### config.mk
export PLATFORM = sky130hd
export DESIGN_NAME = bs_serializer
export DESIGN_NICKNAME = d
export VERILOG_FILES = /design/src/rtl/bs_serializer_pkg.sv /design/src/rtl/bs_frame_cnt.sv /design/src/rtl/bs_serializer.sv
export SDC_FILE = /design/constraint.sdc
export NUM_CORES = 1
export LEC_CHECK = 0
export CAP_MARGIN = 0
export CORE_ASPECT_RATIO = 1.4
export CORE_MARGIN = 2
export CORE_UTILIZATION = 50
export CTS_BUF_LIST = sky130_fd_sc_hd__clkbuf_8
export CTS_CLUSTER_DIAMETER = 200
export DETAILED_ROUTE_END_ITERATION = 12
export PLACE_DENSITY_LB_ADDON = 0.15
export SLEW_MARGIN = 15
export SYNTH_ARGS = -nofsm -noshare
export SYNTH_HDL_FRONTEND = slang
export SYNTH_HIERARCHICAL = 1
export SYNTH_SLANG_ARGS = --single-unit
### constraint.sdc
create_clock -name clk -period 2.47 [get_ports clk]
set_clock_uncertainty 0.2 [all_clocks]
set_input_delay 0.741 -clock clk [delete_from_list [all_inputs] [get_ports clk]]
set_output_delay 0.741 -clock clk [all_outputs]
set_load 0.05 [all_outputs]
### src/rtl/bs_serializer_pkg.sv
// Shared definitions for the bit-serial datapath blocks (serializer, adder,
// and the planned deserializer).
//   bs_state_t    : shifter state encoding (BS_IDLE, BS_SHIFT)
//   bs_cnt_width  : counter width needed to count 0..frame-1 (never below 1)
package bs_serializer_pkg;

  typedef enum logic {
    BS_IDLE  = 1'b0,
    BS_SHIFT = 1'b1
  } bs_state_t;

  function automatic int bs_cnt_width(input int frame);
    return (frame > 2) ? $clog2(frame) : 1;
  endfunction

endpackage

### src/rtl/bs_frame_cnt.sv
// Modulo-FRAME bit counter for bit-serial frames.
// Ports:
//   clk    in  clock
//   reset  in  synchronous active-high reset (counter -> 0)
//   start  in  begin a new frame: counter -> 0
//   clear  in  abandon / finish the frame: counter -> 0
//   en     in  advance the counter, wrapping FRAME-1 -> 0
//   last   out counter == FRAME-1
//   first  out counter == 0
module bs_frame_cnt
  import bs_serializer_pkg::*;
#(
  parameter int FRAME = 9
) (
  input  logic clk,
  input  logic reset,
  input  logic start,
  input  logic clear,
  input  logic en,
  output logic last,
  output logic first
);

  localparam int CW = bs_cnt_width(FRAME);
  localparam logic [CW-1:0] LAST_VAL = CW'(FRAME - 1);
  localparam logic [CW-1:0] ZERO_VAL = {CW{1'b0}};
  localparam logic [CW-1:0] ONE_VAL  = CW'(1);

  logic [CW-1:0] cnt_r;

  // Bit position counter: restart on start/clear, otherwise wrap at FRAME-1.
  always_ff @(posedge clk) begin
    if (reset) begin
      cnt_r <= ZERO_VAL;
    end else if (start || clear) begin
      cnt_r <= ZERO_VAL;
    end else if (en) begin
      cnt_r <= (cnt_r == LAST_VAL) ? ZERO_VAL : (cnt_r + ONE_VAL);
    end else begin
      cnt_r <= cnt_r;
    end
  end

  assign last  = (cnt_r == LAST_VAL);
  assign first = (cnt_r == ZERO_VAL);

endmodule

### src/rtl/bs_serializer.sv
// Parallel-to-bit-serial converter. Each accepted WIDTH-bit word is sent
// LSB-first as a frame of FRAME = WIDTH+PAD cycles; the PAD trailing bits are
// zero so a downstream bit-serial adder has room for its carry-out. A one-entry
// hold register lets back-to-back words stream with no gap between frames.
// Ports:
//   clk       in   clock
//   reset     in   synchronous active-high reset
//   in_data   in   parallel word, bit 0 = LSB
//   in_valid  in   in_data valid
//   in_ready  out  hold register free (registered); transfer on in_valid & in_ready
//   q         out  serial data (registered)
//   osync     out  high on the cycle q carries bit 0 of a frame
//   busy      out  a frame is in progress or a word is held (registered)
module bs_serializer
  import bs_serializer_pkg::*;
#(
  parameter int WIDTH = 8,
  parameter int PAD   = 1
) (
  input  logic             clk,
  input  logic             reset,
  input  logic [WIDTH-1:0] in_data,
  input  logic             in_valid,
  output logic             in_ready,
  output logic             q,
  output logic             osync,
  output logic             busy
);

  localparam int FRAME = WIDTH + PAD;

  bs_state_t        state_r;
  logic [WIDTH-1:0] shift_r;
  logic [WIDTH-1:0] hold_r;
  logic             hold_full_r;
  logic             q_r;
  logic             busy_r;
  logic             in_ready_r;

  logic accept_s;
  logic shifting_s;
  logic last_s;
  logic first_s;
  logic free_s;
  logic load_s;
  logic go_idle_s;

  assign accept_s   = in_valid & in_ready_r;
  assign shifting_s = (state_r == BS_SHIFT);
  // The shifter can take a new word on its final frame cycle, which is what
  // makes back-to-back frames gap-free.
  assign free_s     = ~shifting_s | last_s;
  // in_ready mirrors !hold_full, so an accept never coincides with a full hold.
  assign load_s     = free_s & (hold_full_r | accept_s);
  assign go_idle_s  = free_s & ~load_s;

  bs_frame_cnt #(
    .FRAME (FRAME)
  ) u_frame_cnt (
    .clk   (clk),
    .reset (reset),
    .start (load_s),
    .clear (go_idle_s),
    .en    (shifting_s),
    .last  (last_s),
    .first (first_s)
  );

  // Shifter, hold register and handshake state.
  always_ff @(posedge clk) begin
    if (reset) begin
      state_r     <= BS_IDLE;
      shift_r     <= {WIDTH{1'b0}};
      hold_r      <= {WIDTH{1'b0}};
      hold_full_r <= 1'b0;
      q_r         <= 1'b0;
      busy_r      <= 1'b0;
      in_ready_r  <= 1'b0;
    end else if (free_s) begin
      if (hold_full_r) begin
        // Held word moves into the shifter; hold frees up next cycle.
        state_r     <= BS_SHIFT;
        shift_r     <= hold_r;
        q_r         <= hold_r[0];
        hold_r      <= hold_r;
        hold_full_r <= 1'b0;
        busy_r      <= 1'b1;
        in_ready_r  <= 1'b1;
      end else if (accept_s) begin
        // Fresh word goes straight to the shifter; hold stays empty.
        state_r     <= BS_SHIFT;
        shift_r     <= in_data;
        q_r         <= in_data[0];
        hold_r      <= hold_r;
        hold_full_r <= 1'b0;
        busy_r      <= 1'b1;
        in_ready_r  <= 1'b1;
      end else begin
        state_r     <= BS_IDLE;
        shift_r     <= shift_r;
        q_r         <= 1'b0;
        hold_r      <= hold_r;
        hold_full_r <= 1'b0;
        busy_r      <= 1'b0;
        in_ready_r  <= 1'b1;
      end
    end else begin
      // Mid-frame: shift right with zero fill, so pad bits come out as 0.
      state_r <= BS_SHIFT;
      shift_r <= {1'b0, shift_r[WIDTH-1:1]};
      q_r     <= shift_r[1];
      busy_r  <= 1'b1;
      if (accept_s) begin
        hold_r      <= in_data;
        hold_full_r <= 1'b1;
        in_ready_r  <= 1'b0;
      end else begin
        hold_r      <= hold_r;
        hold_full_r <= hold_full_r;
        in_ready_r  <= ~hold_full_r;
      end
    end
  end

  assign q        = q_r;
  assign busy     = busy_r;
  assign in_ready = in_ready_r;
  // Decoded purely from flops (state and counter), no input-to-output path.
  assign osync    = shifting_s & first_s;

endmodule

Word level (Yosys, flattened, before mapping)
Cells that the tools add are included.
Storage, ports and cells
  register bits: 24
  bits of input ports: 11
  output and inout bits: 4
  logic and storage cells: 40
Operators by class
  add/sub/neg operators: 1
  eq/ne operators: 2
  mux-type cells: 12
  bitwise logic cells: 10
  reduce and logical (&&, ||, !) cells: 7
Operators by type and width (count)
  $mux 8: 2
  $mux 1: 8
  $mux 7: 1
  $reduce_or 2->1: 3
  $add 4x1->4 const B: 1
  $and 1x1->1: 4
  $eq 4x4->1 const B: 1
  $logic_not 4->1: 1
  $mux 4: 1
  $not 1->1: 4
  $ne 3x3->1 const B: 1
  $or 1x1->1: 2
  $reduce_and 2->1: 1
  $reduce_bool 2->1: 1
  $logic_or 1x1->1: 1

Depth between registers and ports, before layout
Gate-level depths: netlist of run 1.
  depth in word-level cells: 7
  gate-level depth with buffers: 8
  mapped depth without buffers: 7

By module
Netlist of run 1, hierarchy kept.
Modules (own cells, without submodules)
  bs_serializer: instances 1, cells each 102, area an instance 902.1 um^2, seq. area each 380.4 um^2
  bs_frame_cnt: instances 1, cells each 27, area an instance 231.5 um^2, seq. area each 80.1 um^2

Worst setup path after synthesis of run 1
Ideal clock, no wire load.
  path kind: register -> output
  start point: register, netlist name busy
  end point: output port osync
  arrival: 1.291 ns
  required time: 1.529 ns
  path slack: 0.238 ns
  cell stages (with the launch flop): 2
  path buffers: 0
  path through: dfxtp_1 > and2_1
RTL lines
  end: declaration: RTL line bs_serializer.sv:26  | output logic osync,

Final worst setup path of run 1
  start point: register u_frame_cnt.cnt_r[0]
  end point: output port osync
On the way
  longest elaborated chain between the ends: 2
Ends and longest elaborated chain
  start: declaration: RTL line bs_frame_cnt.sv:29  | logic [CW-1:0] cnt_r;
  start signal: assignment: RTL line bs_frame_cnt.sv:38  | cnt_r <= (cnt_r == LAST_VAL) ? ZERO_VAL : (cnt_r + ONE_VAL);
  start signal: assignment: RTL line bs_frame_cnt.sv:40  | cnt_r <= cnt_r;
  $logic_not 4->1: RTL line bs_frame_cnt.sv:45  | assign first = (cnt_r == ZERO_VAL);
  net first_s: RTL line bs_serializer.sv:43  | logic first_s;
  $and 1x1->1: RTL line bs_serializer.sv:129  | assign osync = shifting_s & first_s;
The timed path passes the listed nets, and every way through them passes these cells.

==> results of run 1 <==
-- sequential cells by signal, summed over array words and instances (netlist names) --
| signal | cells |
|---|---|
| hold_full_r | 1 |
| in_ready | 1 |
| u_frame_cnt/cnt_r | 4 |
| busy | 1 |
| hold_r | 8 |
| q | 1 |
| shift_r | 7 |
-- per-layer routing --
metal / vias to the layer above / global-route usage / routed length [µm]
met1: 478 / 0.222 / 1020
met2: 10 / 0.393 / 1350
met5: - / 0 / 0
met3: 2 / 0.0327 / 57
met4: 0 / 0.130 / 17
li1: 492 / - / -
-- cell families (layout without fill, tap and decap cells) --
logic type	Yosys count	in the layout
adder cells (fa/ha/maj)	2	2
AND/OR/NAND/NOR	55	55
buffers and inverters	11	28
flip-flops	23	23
multiplexers	2	2
AO/OA/AOI/OAI	36	36
-- worst max-delay path: cells and delay by family, from the launching register on --
kind                     cells  cell delay (ns)
buffers and inverters        2             0.21
AND/OR/NAND/NOR              2             0.29
adder cells (fa/ha/maj)      1             0.21
flip-flops                   1             0.42
-- worst paths after layout --
check,start,endpoint,slack [ns]
max,u_frame_cnt/cnt_r[0],osync,0.12
min reg2reg,hold_r[3],hold_r[3],0.26
max reg2reg,u_frame_cnt/cnt_r[0],u_frame_cnt/cnt_r[3],0.35
min,hold_r[3],hold_r[3],0.26
-- report_power, final --
group	internal (µW)	total, µW	switching (µW)
combinational	64.3	136	71.2
sequential	386	400	14.1
clock	112	229	117
-- layout make-up --
type                    instances  share of cell area
well taps                      22              0.0202
inverters                       3             0.00827
clock inverters                 1             0.00368
repair buffers                 21               0.154
clock buffers                   3              0.0303
flip-flops and latches         23               0.338
multi-input cells              95               0.445
-- synthesized netlist by cell type (2+ instances only) --
cell	instances	share of area
sky130_fd_sc_hd__nor2b_1	2	0.011
sky130_fd_sc_hd__o21ai_0	7	0.031
sky130_fd_sc_hd__or3_1	2	0.011
sky130_fd_sc_hd__and3_1	6	0.033
sky130_fd_sc_hd__buf_2	3	0.013
sky130_fd_sc_hd__a21oi_1	10	0.044
sky130_fd_sc_hd__nand2b_1	3	0.017
sky130_fd_sc_hd__buf_6	3	0.030
sky130_fd_sc_hd__inv_1	3	0.0099
sky130_fd_sc_hd__nand3b_1	6	0.040
sky130_fd_sc_hd__a211oi_2	2	0.022
sky130_fd_sc_hd__nand2_1	19	0.063
sky130_fd_sc_hd__o31ai_1	5	0.033
sky130_fd_sc_hd__nor2_1	6	0.020
sky130_fd_sc_hd__and4b_1	2	0.018
sky130_fd_sc_hd__and2_1	2	0.011
sky130_fd_sc_hd__o21ai_1	2	0.0088
sky130_fd_sc_hd__clkbuf_1	2	0.0066
sky130_fd_sc_hd__dfxtp_1	23	0.41
sky130_fd_sc_hd__a211oi_1	6	0.040
sky130_fd_sc_hd__ha_1	2	0.022
sky130_fd_sc_hd__a21oi_2	2	0.015
sky130_fd_sc_hd__mux2i_1	2	0.018
-- per-stage QoR --
| step | instances | area, µm² |
|---|---|---|
| after global routing | 168 | 1360 |
| after global placement | 164 | 1320 |
| after detailed placement | 164 | 1320 |
| after CTS | 168 | 1360 |
| after floorplan | 129 | 1130 |
| final | 168 | 1360 |
==> flow_summary.json, run 1 <==
{
  "max_clock_freq_mhz": 425,
  "cts.sink_count": 23,
  "timing.final.setup_violations": 0,
  "ctsLongestPathBuffers": 2,
  "worstMarginPinSlew_ns": 0.484,
  "detail-route-antenna-nets": 0,
  "post-route-drc-count": 0,
  "antenna_found_initial": 0,
  "timing.max_slew.rel_slack": 0.676,
  "timing.final.hold_violations": 0,
  "hold_class": "reg -> reg",
  "post_synth_fa_ha_maj_area_fraction": 0.0221,
  "static-leakage-power_uw": 0.000523,
  "post-route-worst-setup-slack_ns": 0.118,
  "first_global_vias": 1021,
  "buffer_ports.inserted": 14,
  "worst_setup_hold_path_clk_slew_ns": 0.08,
  "rows": 20,
  "slowest_delay_ns": 0.42,
  "detail_route.wl_per_cell_um": 14.5,
  "die_height_um": 60.3,
  "pin_count": 15,
  "kind_of_start_point_of_the_critical_path": "flip-flop",
  "worst-path-max-fanout": 6,
  "gp_congestion": 0.822,
  "synthSimpleGateAreaFrac": 0.279,
  "postLayoutCoreUtil": 0.633,
  "post_synth_num_cell_types": 32,
  "cp_cell_sequence": "inv_1 > ha_1 > nor3b_1 > and2_1 > buf_12",
  "detail_route.first_pass.iterations": 4,
  "die_width_um": 44.2,
  "grt_first_pass_wirelength_um": 4250,
  "start_util": 0.527,
  "drt-total-wl_um": 2440,
  "area_of_the_multi_input_gates_um2": 606,
  "ir_worst_vdd_mv": 0.485,
  "cts_root_buffer": "sky130_fd_sc_hd__clkbuf_8",
  "nNetsFinal": 160,
  "final_min_period_over_clock_period": 0.952,
  "synth.mux.area_fraction": 0.0177,
  "unrepaired_setup_endpoints_after_global_routing": "false",
  "most_common_library_cell_in_the_layout_ignoring_fill_and_taps": "sky130_fd_sc_hd__dfxtp_1",
  "grtUsageTotal": 0.213,
  "cts_tree": "yes",
  "timing.critical_path.arrival_ns": 1.41,
  "synth-edff-count": 0,
  "yosys_register_bits": 23,
  "htree_num_levels": 1,
  "worst_hold_path.num_cells": 2,
  "commonest_cells_after_routing_fill_and_taps_aside": "sky130_fd_sc_hd__dfxtp_1, sky130_fd_sc_hd__nand2_1, sky130_fd_sc_hd__clkdlybuf4s50_1, sky130_fd_sc_hd__a21oi_1, sky130_fd_sc_hd__buf_4",
  "ctsResizeCount": 0,
  "syn_area_per_cell_um2": 8.79,
  "status": "finished clean",
  "yosysWarningCount": 6,
  "finalMaxSlewViolations": 0,
  "coreArea_um2": 2150,
  "synth_nets": 142,
  "finalPower_uw": 765,
  "finalCriticalPeriod_ns": 2.35,
  "post-place-ws_ns": 0.0896,
  "cap_viol_max_count": 0,
  "numCtsBuffers": 3,
  "critical_path.endpoint_type": "output port",
  "worst_skew_pair_latency_ns": 0.26,
  "syn2layout_area_growth_pct": 20.1,
  "routed-via-count": 982,
  "timing.setup.tns_ns": 0,
  "die_area_um2": 2670,
  "synth_xor_xnor_area_share": 0,
  "fillCellCount": 186,
  "powerDensity_nw_per_um2": 562,
  "grt_start_max_net_pins": 14,
  "post_synthesis_instance_area_um2": 1130,
  "cp_slowest_cell": "sky130_fd_sc_hd__dfxtp_1",
  "setup.worst_path.class": "reg -> out",
  "postSynth.topFlopCell": "sky130_fd_sc_hd__dfxtp_1",
  "async_flop_share": 0,
  "final-seq-area_um2": 460,
  "initial_detailed_routing_violation_count": 13,
  "worst-r2r-cell-count": 7,
  "final_layout_size_suffix_gt1_frac": 0.144,
  "synth_sequential_area_ratio": 0.406,
  "place.detailed.hpwl_um": 1830,
  "post_cts_setup_buffer_count": 0,
  "cts-hold-fix-buffers": 0,
  "synth_top_family_by_area": "simple AND/OR/NAND/NOR gates",
  "viasPerCell": 5.85,
  "cp_data_required_time_ns": 1.53,
  "hold_slack_ns": 0.257,
  "globalRouteOverflowTotal": 0,
  "n_antenna_cell": 0,
  "synth_cells": 129,
  "synth_compound_area_frac": 0.215
}
(Power assumes the default switching activity.)
==> inputs of run 2 (changes only) <==
- CAP_MARGIN: 0 -> 20
==> results of run 2 <==
The final DEF is identical to that of run 1; final timing and power are the same.
